--- src/rtl/nn_fixed_pkg.sv ---
// Fixed-point activation and pixel formats shared by the normalise and denormalise stages.
// Activations are signed Q8.7 (value = pixel * 128); pixels are unsigned bytes.
package nn_fixed_pkg;
    localparam int PIX_W           = 8;
    localparam int ACT_W           = 16;
    localparam int ACT_FRAC        = 7;
    localparam int FRAME_LEN_MNIST = 784;

    typedef logic [PIX_W-1:0]        pix_t;
    typedef logic signed [ACT_W-1:0] act_t;
endpackage

--- src/rtl/pipe_reg.sv ---
// One-entry valid/ready register slice, 1-cycle latency.
// Accepts when empty or draining in the same cycle; holds data stable while stalled.
module pipe_reg #(
    parameter int W = 8
) (
    input  logic         clk,
    input  logic         rst_n,
    input  logic         s_valid,
    output logic         s_ready,
    input  logic [W-1:0] s_data,
    output logic         m_valid,
    input  logic         m_ready,
    output logic [W-1:0] m_data
);
    assign s_ready = !m_valid || m_ready;

    always_ff @(posedge clk) begin
        if (!rst_n) begin
            m_valid <= 1'b0;
            m_data  <= '0;
        end else if (s_ready) begin
            m_valid <= s_valid;
            if (s_valid) begin
                m_data <= s_data;
            end
        end
    end
endmodule

--- src/rtl/denormalize.sv ---
// Round-half-up and clamp of signed fixed-point activations to unsigned pixels; 2-cycle latency, full backpressure.
// Counts elements per frame for m_last/frame_done; DENORM_SAT_CNT_EN adds a per-frame clamp counter (sat_count).
module denormalize
    import nn_fixed_pkg::*;
#(
    parameter int IN_W      = ACT_W,
    parameter int FRAC_BITS = ACT_FRAC,
    parameter int OUT_W     = PIX_W,
    parameter int FRAME_LEN = FRAME_LEN_MNIST,
    parameter int CNT_W     = $clog2(FRAME_LEN)
) (
    input  logic                   clk,
    input  logic                   rst_n,
    input  logic                   s_valid,
    output logic                   s_ready,
    input  logic signed [IN_W-1:0] s_data,
    output logic                   m_valid,
    input  logic                   m_ready,
    output logic [OUT_W-1:0]       m_data,
    output logic                   m_last,
`ifdef DENORM_SAT_CNT_EN
    output logic [15:0]            sat_count,
`endif
    output logic                   frame_done
);
    // One guard bit so +32767 plus the rounding half cannot wrap.
    localparam int R_W = IN_W + 1;
    localparam int CW  = (CNT_W < 1) ? 1 : CNT_W;
    localparam logic signed [R_W-1:0] HALF    = R_W'(2 ** (FRAC_BITS - 1));
    localparam logic signed [R_W-1:0] PIX_MAX = R_W'(2 ** OUT_W - 1);
    localparam logic [CW-1:0]         LAST_IDX = CW'(FRAME_LEN - 1);

    typedef struct packed {
        logic [OUT_W-1:0] pix;
`ifdef DENORM_SAT_CNT_EN
        logic             clamp;
`endif
    } s2_t;

    logic signed [R_W-1:0] r1_d;
    logic [R_W-1:0]        r1;
    logic                  v1;
    logic                  rdy2;
    logic signed [R_W-1:0] q;
    s2_t                   s2_d;
    s2_t                   s2_q;

    assign r1_d = $signed({s_data[IN_W-1], s_data}) + HALF;

    pipe_reg #(.W(R_W)) u_s1 (
        .clk     (clk),
        .rst_n   (rst_n),
        .s_valid (s_valid),
        .s_ready (s_ready),
        .s_data  (r1_d),
        .m_valid (v1),
        .m_ready (rdy2),
        .m_data  (r1)
    );

    assign q = $signed(r1) >>> FRAC_BITS;

    always_comb begin
        s2_d = '0;
        if (q[R_W-1]) begin
            s2_d.pix = '0;
        end else if (q > PIX_MAX) begin
            s2_d.pix = '1;
        end else begin
            s2_d.pix = q[OUT_W-1:0];
        end
`ifdef DENORM_SAT_CNT_EN
        s2_d.clamp = q[R_W-1] || (q > PIX_MAX);
`endif
    end

    pipe_reg #(.W($bits(s2_t))) u_s2 (
        .clk     (clk),
        .rst_n   (rst_n),
        .s_valid (v1),
        .s_ready (rdy2),
        .s_data  (s2_d),
        .m_valid (m_valid),
        .m_ready (m_ready),
        .m_data  (s2_q)
    );

    assign m_data = s2_q.pix;

    logic [CW-1:0] cnt;
    logic          hs;
    logic          at_last;

    assign hs      = m_valid && m_ready;
    assign at_last = (cnt == LAST_IDX);
    assign m_last  = m_valid && at_last;

    always_ff @(posedge clk) begin
        if (!rst_n) begin
            cnt        <= '0;
            frame_done <= 1'b0;
        end else begin
            frame_done <= hs && at_last;
            if (hs) begin
                cnt <= at_last ? '0 : cnt + 1'b1;
            end
        end
    end

`ifdef DENORM_SAT_CNT_EN
    // The first handshake of a new frame restarts the count with its own clamp flag.
    logic new_frame;

    always_ff @(posedge clk) begin
        if (!rst_n) begin
            sat_count <= '0;
            new_frame <= 1'b0;
        end else if (hs) begin
            new_frame <= at_last;
            if (new_frame) begin
                sat_count <= {15'b0, s2_q.clamp};
            end else if (s2_q.clamp && sat_count != 16'hFFFF) begin
                sat_count <= sat_count + 16'd1;
            end
        end
    end
`endif
endmodule

--- config.mk ---
export PLATFORM = sky130hd
export DESIGN_NAME = denormalize
export DESIGN_NICKNAME = d
export VERILOG_FILES = /design/src/rtl/nn_fixed_pkg.sv /design/src/rtl/pipe_reg.sv /design/src/rtl/denormalize.sv
export SDC_FILE = /design/constraint.sdc
export NUM_CORES = 1
export LEC_CHECK = 0
export CORE_MARGIN = 1.5
export CORE_UTILIZATION = 44
export DETAILED_ROUTE_END_ITERATION = 6
export PLACE_DENSITY = 0.74
export SLEW_MARGIN = 30
export SYNTH_ARGS = -nofsm -noshare
export SYNTH_HDL_FRONTEND = slang
export SYNTH_SLANG_ARGS = --single-unit
--- constraint.sdc ---
create_clock -name clk -period 1.5 [get_ports clk]
set_input_delay 0.15 -clock clk [delete_from_list [all_inputs] [get_ports clk]]
set_output_delay 0.15 -clock clk [all_outputs]
set_load 0.1 [all_outputs]
==> impl_metrics.json, run 1 <==
{
  "cts_made_buffers": 5,
  "leakage_nw": 0.8565,
  "syn_to_final_growth_pct": 50.70,
  "ff2ff_path_depth": 5,
  "pwr-share-comb": 0.195,
  "core_area_um2": 3078,
  "clock_latency_ns": 0.33,
  "wl_met2_um": 1717,
  "max_slew_margin": 0.8032,
  "port_buffers": 25,
  "dr.pass1.iters": 4,
  "tns_ns": -1.227,
  "whs_path_depth": 3,
  "cts.clk_slew.worst_paths_ns": 0.10,
  "hold_buffers": 0,
  "worst_slack_ns": -0.4070,
  "fin_skew_ns": 0.01466,
  "synth.distinct_cells": 37,
  "grt-ovfl-total": 0,
  "rrSetupSlack_ns": -0.12,
  "p_clk_frac": 0.290,
  "critical_path.slowest_cell": "or4b_4",
  "die_area_um2": 3616,
  "arrival_ns": 1.76,
  "seq_area_frac_synth": 0.4321,
  "ys_ff_latch": 31,
  "fin_crit_sh": 1.271,
  "dp.cells": 245,
  "die_h_um": 60.14,
  "grt_usage": 0.1968,
  "peakVddDrop_mv": 0.4805,
  "antenna_found_initial": 0,
  "cts_tree": "yes",
  "grt_pass1_wl_um": 5271,
  "grt_setup_unrepaired": "true",
  "period_minus_slack_ns": 1.907,
  "drt-total-wl_um": 3123,
  "cp.depth": 4,
  "violations": "negative setup slack",
  "path_cells": "or4b_4, nor4_4, and2_4, buf_12",
  "power_switching_mw": 0.4877,
  "synth_area_um2": 1436,
  "synth_area_per_cell_um2": 8.867,
  "cts_root_buffer": "clkbuf_4",
  "crit_path_max_incr_delay_ns": 0.54,
  "syn-instance-count": 162,
  "grt_max_degree": 17,
  "cts_sinks": 31,
  "die_w_um": 60.14,
  "drv_cap": 0,
  "hold_path.class": "input port to flop",
  "ys_warn_count": 0,
  "placed_cell_area_um2": 2009,
  "drive_gt1_frac": 0.3271,
  "detail_route.wl_per_cell_um": 12.10,
  "antenna_left": 0,
  "globalplace.congestion": 0.7531,
  "post-place-ws_ns": -0.05996,
  "rr_endpoint": "cnt[5]$_SDFFE_PN0P_",
  "n_fill_cell": 238,
  "num_vias": 1320,
  "setup_viol": 10,
  "start_util": 0.4667,
  "design_area_um2": 2165,
  "whs_endpoint": "u_s1.m_valid$_SDFFE_PN0N_",
  "max_freq_mhz": 524.4,
  "io_pins": 32,
  "num_rows": 20,
  "status": "finished, violations left",
  "p_per_area_nw_per_um2": 799.0,
  "cp-end-kind": "output pin",
  "hold_slack_ns": 0.4291,
  "critPathBufInv": 1,
  "wl_met1_um": 1211,
  "worst_pin_slew_ns": 0.2943,
  "viasPerCell": 5.116,
  "grt_pass1_vias": 1294,
  "diodes": 0,
  "setup.worst_path.start_class": "flop",
  "dp_hpwl_um": 2391,
  "total_power_mw": 1.730,
  "switching_share": 0.2820,
  "drt-initial-drc-count": 44,
  "worst_ep_required_time_ns": 1.35,
  "synth_nets": 184,
  "nets": 235,
  "clk_path_buf_depth": 2,
  "post-route-util": 0.7033,
  "path_delay_family": "simple AND/OR/NAND/NOR gates",
  "min_from": "s_valid",
  "crit_fanout": 2,
  "worst-setup-path-type": "flop to output pin",
  "seq_power_share": 0.515,
  "drc": 0,
  "final_cells": 258,
  "hold_violations": 0,
  "intPower_mw": 1.242,
  "htree_num_levels": 2,
  "top_layer_used": "met4",
  "dr_wl_met3_um": 107,
  "final_max_slew_viol_count": 0,
  "r2r_start": "cnt[6]$_SDFFE_PN0P_"
}
-- layer usage --
layer / global-route usage / vias up
li1: - / 664
met3: 0.03896 / 9
met1: 0.2060 / 618
met2: 0.3571 / 29
met4: 0.1175 / 0
met5: 0 / -
-- Yosys cell counts --
master      n  area share
and2_1      4       0.017
a21bo_4     1       0.011
nor3b_1     1      0.0052
o211a_1     3       0.021
buf_1       1      0.0026
a21oi_2     1      0.0061
nor4_4      1       0.015
and3_2      1      0.0052
or3_2       1      0.0052
or4b_4      1      0.0096
and4_2      1      0.0070
a21boi_0    9       0.047
nand3_1     8       0.028
or3_1       8       0.035
and4_1      2       0.012
xor2_1     11       0.067
o21ai_1     1      0.0035
nand2b_1    1      0.0044
nor3_1      1      0.0035
ha_1        2       0.017
nand2_1    24       0.063
dfxtp_1    31        0.43
mux2i_1     1      0.0070
inv_1       1      0.0026
o21a_1      1      0.0052
and2_2      1      0.0052
nand4_1     3       0.013
a21oi_1     5       0.017
xnor2_1     5       0.030
nor2_1     15       0.039
o2111ai_1   1      0.0061
a21boi_1    1      0.0052
o21ai_0     6       0.021
clkbuf_1    2      0.0052
nor2b_1     2      0.0087
buf_2       2      0.0070
and3_1      2      0.0087
-- worst max path at each step --
stage | startpoint | to | slack (ns)
after floorplan | cnt[6]$_SDFFE_PN0P_ | m_last | -0.1
after global placement | cnt[6]$_SDFFE_PN0P_ | m_last | -0.03
after detailed placement | cnt[6]$_SDFFE_PN0P_ | cnt[6]$_SDFFE_PN0P_ | -0.06
after CTS | cnt[6]$_SDFFE_PN0P_ | m_last | -0.42
after global routing | cnt[6]$_SDFFE_PN0P_ | m_last | -0.49
final | cnt[6]$_SDFFE_PN0P_ | m_last | -0.41
-- layout make-up --
| cell class | count | area (µm²) | area share |
|---|---|---|---|
| Clock buffer | 7 | 55.05 | 0.02543 |
| Sequential cell | 31 | 630.6 | 0.2913 |
| Multi-Input combinational cell | 125 | 864.6 | 0.3994 |
| Clock inverter | 1 | 5.005 | 0.002312 |
| Timing Repair Buffer | 49 | 550.5 | 0.2543 |
| Inverter | 1 | 3.754 | 0.001734 |
| Tap cell | 44 | 55.05 | 0.02543 |
-- cell families (layout without fill, tap and decap cells) --
family	after synthesis	in the layout	synth area share
adders and majority gates	2	2	0.01742
DFF	31	31	0.4321
xor gates and xnor gates	16	16	0.09756
muxes	1	1	0.006969
buffers and inverters	6	58	0.01742
and+or+nand+nor	77	77	0.2848
AOI/OAI and AO/OA	29	29	0.1437
-- worst reg2reg max path, stage by stage (launching register included) --
cell and delay, ns:
dfxtp_2 0.34, or4b_4 0.55, nor4_4 0.18, buf_4 0.19
a21bo_4 0.21, nor2_2 0.05
-- power by group through the flow --
stage	combinational (mW)	clock, mW	sequential [mW]
after floorplan	0.106	0	0.979
after global placement	0.317	0	0.908
final	0.338	0.501	0.891
after detailed placement	0.324	0	0.910
after CTS	0.327	0.509	0.892
after global routing	0.361	0.559	0.896
-- what timing repair did --
action	CTS	global route
setup buffers	39	5
gates resized for setup	10	9
setup endpoints to repair	10	12
pin swaps	9	7
-- cell usage in the layout, fill, tap and decap left out, drive strengths merged, types with 2 or more instances in the layout --
cell type | Yosys | layout
nand3 | 8 | 8
nor2b | 2 | 2
xor2 | 11 | 11
or3 | 9 | 9
ha | 2 | 2
dfxtp | 31 | 31
nand4 | 3 | 3
a21oi | 6 | 6
xnor2 | 5 | 5
clkdlybuf4s50 | 0 | 13
nand2 | 24 | 24
nor2 | 15 | 15
and4 | 3 | 3
o21ai | 7 | 7
and3 | 3 | 3
a21boi | 10 | 10
o211a | 3 | 3
buf | 3 | 36
clkbuf | 2 | 7
and2 | 5 | 5
-- registers in the layout (all words and copies together), names as in the netlist --
name,cells
u_s2.m_data,8
frame_done,1
u_s1.m_data,10
cnt,10
u_s1.m_valid,1
u_s2.m_valid,1
Power figures use the tool's default switching activity.
==> run 2: changes to the inputs <==
CORE_UTILIZATION = 35   (was 44)
PLACE_DENSITY = 0.61   (was 0.74)
==> run 2 against run 1 <==
The flow still finishes with violations (negative setup slack). Clock-buffer cell count up 1. Register-to-register slack better by 0.08 ns. Largest power group unchanged. Core utilization down 17 points. Global-route usage down 4.1 points. Sequential power about the same.
==> impl_metrics.json, run 2 (same netlist as run 1, synthesis figures left out) <==
{
  "drt-total-wl_um": 2994,
  "fin_skew_ns": 0.004948,
  "drv_cap": 0,
  "hold_buffers": 0,
  "cts_sinks": 31,
  "nets": 229,
  "tns_ns": -0.5380,
  "antenna_found_initial": 0,
  "cts_made_buffers": 5,
  "setup_viol": 8,
  "critical_path.slowest_cell": "or4b_4",
  "syn_to_final_growth_pct": 48.61,
  "cts.clk_slew.worst_paths_ns": 0.06,
  "final_common_cell": "dfxtp_1",
  "num_vias": 1261,
  "final_max_slew_viol_count": 0,
  "core_area_um2": 3971,
  "r2r_start": "cnt[6]$_SDFFE_PN0P_",
  "die_h_um": 67.06,
  "crit_fanout": 2,
  "viasPerCell": 4.888,
  "ff2ff_path_depth": 5,
  "num_rows": 23,
  "pwr-share-comb": 0.169,
  "detail_route.wl_per_cell_um": 11.60,
  "p_per_area_nw_per_um2": 906.7,
  "fin_crit_sh": 1.216,
  "grt_usage": 0.1558,
  "top_regs": "cnt (10), u_s1.m_data (10), u_s2.m_data (8)",
  "seq_power_share": 0.461,
  "worst_slack_ns": -0.3244,
  "hold_slack_ns": 0.4733,
  "max_slew_margin": 0.7617,
  "clock_latency_ns": 0.28,
  "worst_ep_required_time_ns": 1.35,
  "antenna_left": 0,
  "drive_gt1_frac": 0.2740,
  "whs_endpoint": "u_s1.m_valid$_SDFFE_PN0N_",
  "leakage_nw": 0.8274,
  "dr.pass1.iters": 4,
  "diodes": 0,
  "arrival_ns": 1.67,
  "hold_violations": 0,
  "globalplace.congestion": 0.8203,
  "final_cells": 258,
  "post-route-util": 0.5375,
  "whs_path_depth": 3,
  "cts_tree": "yes",
  "cp.depth": 4,
  "peakVddDrop_mv": 0.3772,
  "dp.cells": 250,
  "total_power_mw": 1.935,
  "power_switching_mw": 0.5075,
  "placed_cell_area_um2": 2022,
  "min_from": "s_valid",
  "start_util": 0.3617,
  "grt_pass1_wl_um": 5209,
  "drc": 0,
  "path_cells": "or4b_4, nor4_4, and2_4, buf_12",
  "die_area_um2": 4497,
  "violations": "negative setup slack",
  "p_clk_frac": 0.371,
  "worst-setup-path-type": "flop to output pin",
  "max_freq_mhz": 548.1,
  "setup.worst_path.start_class": "flop",
  "io_pins": 32,
  "design_area_um2": 2135,
  "clk_path_buf_depth": 2,
  "rr_endpoint": "cnt[8]$_SDFFE_PN0P_",
  "grt_setup_unrepaired": "true",
  "die_w_um": 67.06,
  "intPower_mw": 1.428,
  "grt_max_degree": 20,
  "crit_path_max_incr_delay_ns": 0.55,
  "drt-initial-drc-count": 48,
  "rrSetupSlack_ns": -0.04,
  "grt_pass1_vias": 1213,
  "switching_share": 0.2622,
  "critPathBufInv": 1,
  "worst_pin_slew_ns": 0.3569,
  "hold_path.class": "input port to flop",
  "grt-ovfl-total": 0,
  "period_minus_slack_ns": 1.824,
  "cp-end-kind": "output pin",
  "port_buffers": 25,
  "post-place-ws_ns": -0.1390,
  "final_cell_mix": "27 x dfxtp_1, 22 x nand2_1, 17 x buf_4",
  "dp_hpwl_um": 2187,
  "htree_num_levels": 2,
  "path_delay_family": "simple AND/OR/NAND/NOR gates",
  "status": "finished, violations left",
  "cts_root_buffer": "clkbuf_8"
}
-- run 2: power by group through the flow --
stage | clock network (mW) | registers, mW | logic [mW]
3_5_place_dp | 0 | 0.910 | 0.327
4_1_cts | 0.752 | 0.891 | 0.328
3_3_place_gp | 0 | 0.909 | 0.324
6_report | 0.717 | 0.892 | 0.326
5_1_grt | 0.790 | 0.896 | 0.353
2_1_floorplan | 0 | 0.979 | 0.106
-- run 2: worst min-delay path, cell delays in order --
cell             delay, ns
clkdlybuf4s50_1       0.39
inv_1                 0.08
a21boi_0              0.08
-- run 2: what timing repair did --
item,in CTS,in global routing
buffers inserted,1,0
pin swaps,10,1
setup endpoints to repair,9,10
cloned,0,0
gates resized for setup,0,5
-- run 2: area by class of cell --
| cell class | instances | area, µm² |
|---|---|---|
| flip-flops and latches | 31 | 628.1 |
| clock buffers | 8 | 100.1 |
| well taps | 50 | 62.56 |
| inverters | 1 | 3.754 |
| multi-input cells | 125 | 822.0 |
| repair buffers | 43 | 518.0 |
| fillers | 365 | 1837 |
-- run 2: how the worst max path moves through the flow --
stage | endpoint | from
detailed placement | u_s2.m_data[6]$_SDFFE_PN0P_ | m_ready
finish | m_last | cnt[6]$_SDFFE_PN0P_
global placement | u_s2.m_data[6]$_SDFFE_PN0P_ | m_ready
global route | m_last | cnt[6]$_SDFFE_PN0P_
floorplan | m_last | cnt[6]$_SDFFE_PN0P_
CTS | m_last | cnt[6]$_SDFFE_PN0P_
-- run 2: metal layers --
| metal | part of all wire | track usage |
|---|---|---|
| met5 | 0 | 0 |
| met4 | 0.023 | 0.08929 |
| met3 | 0.051 | 0.05405 |
| met2 | 0.49 | 0.2599 |
| met1 | 0.43 | 0.1696 |
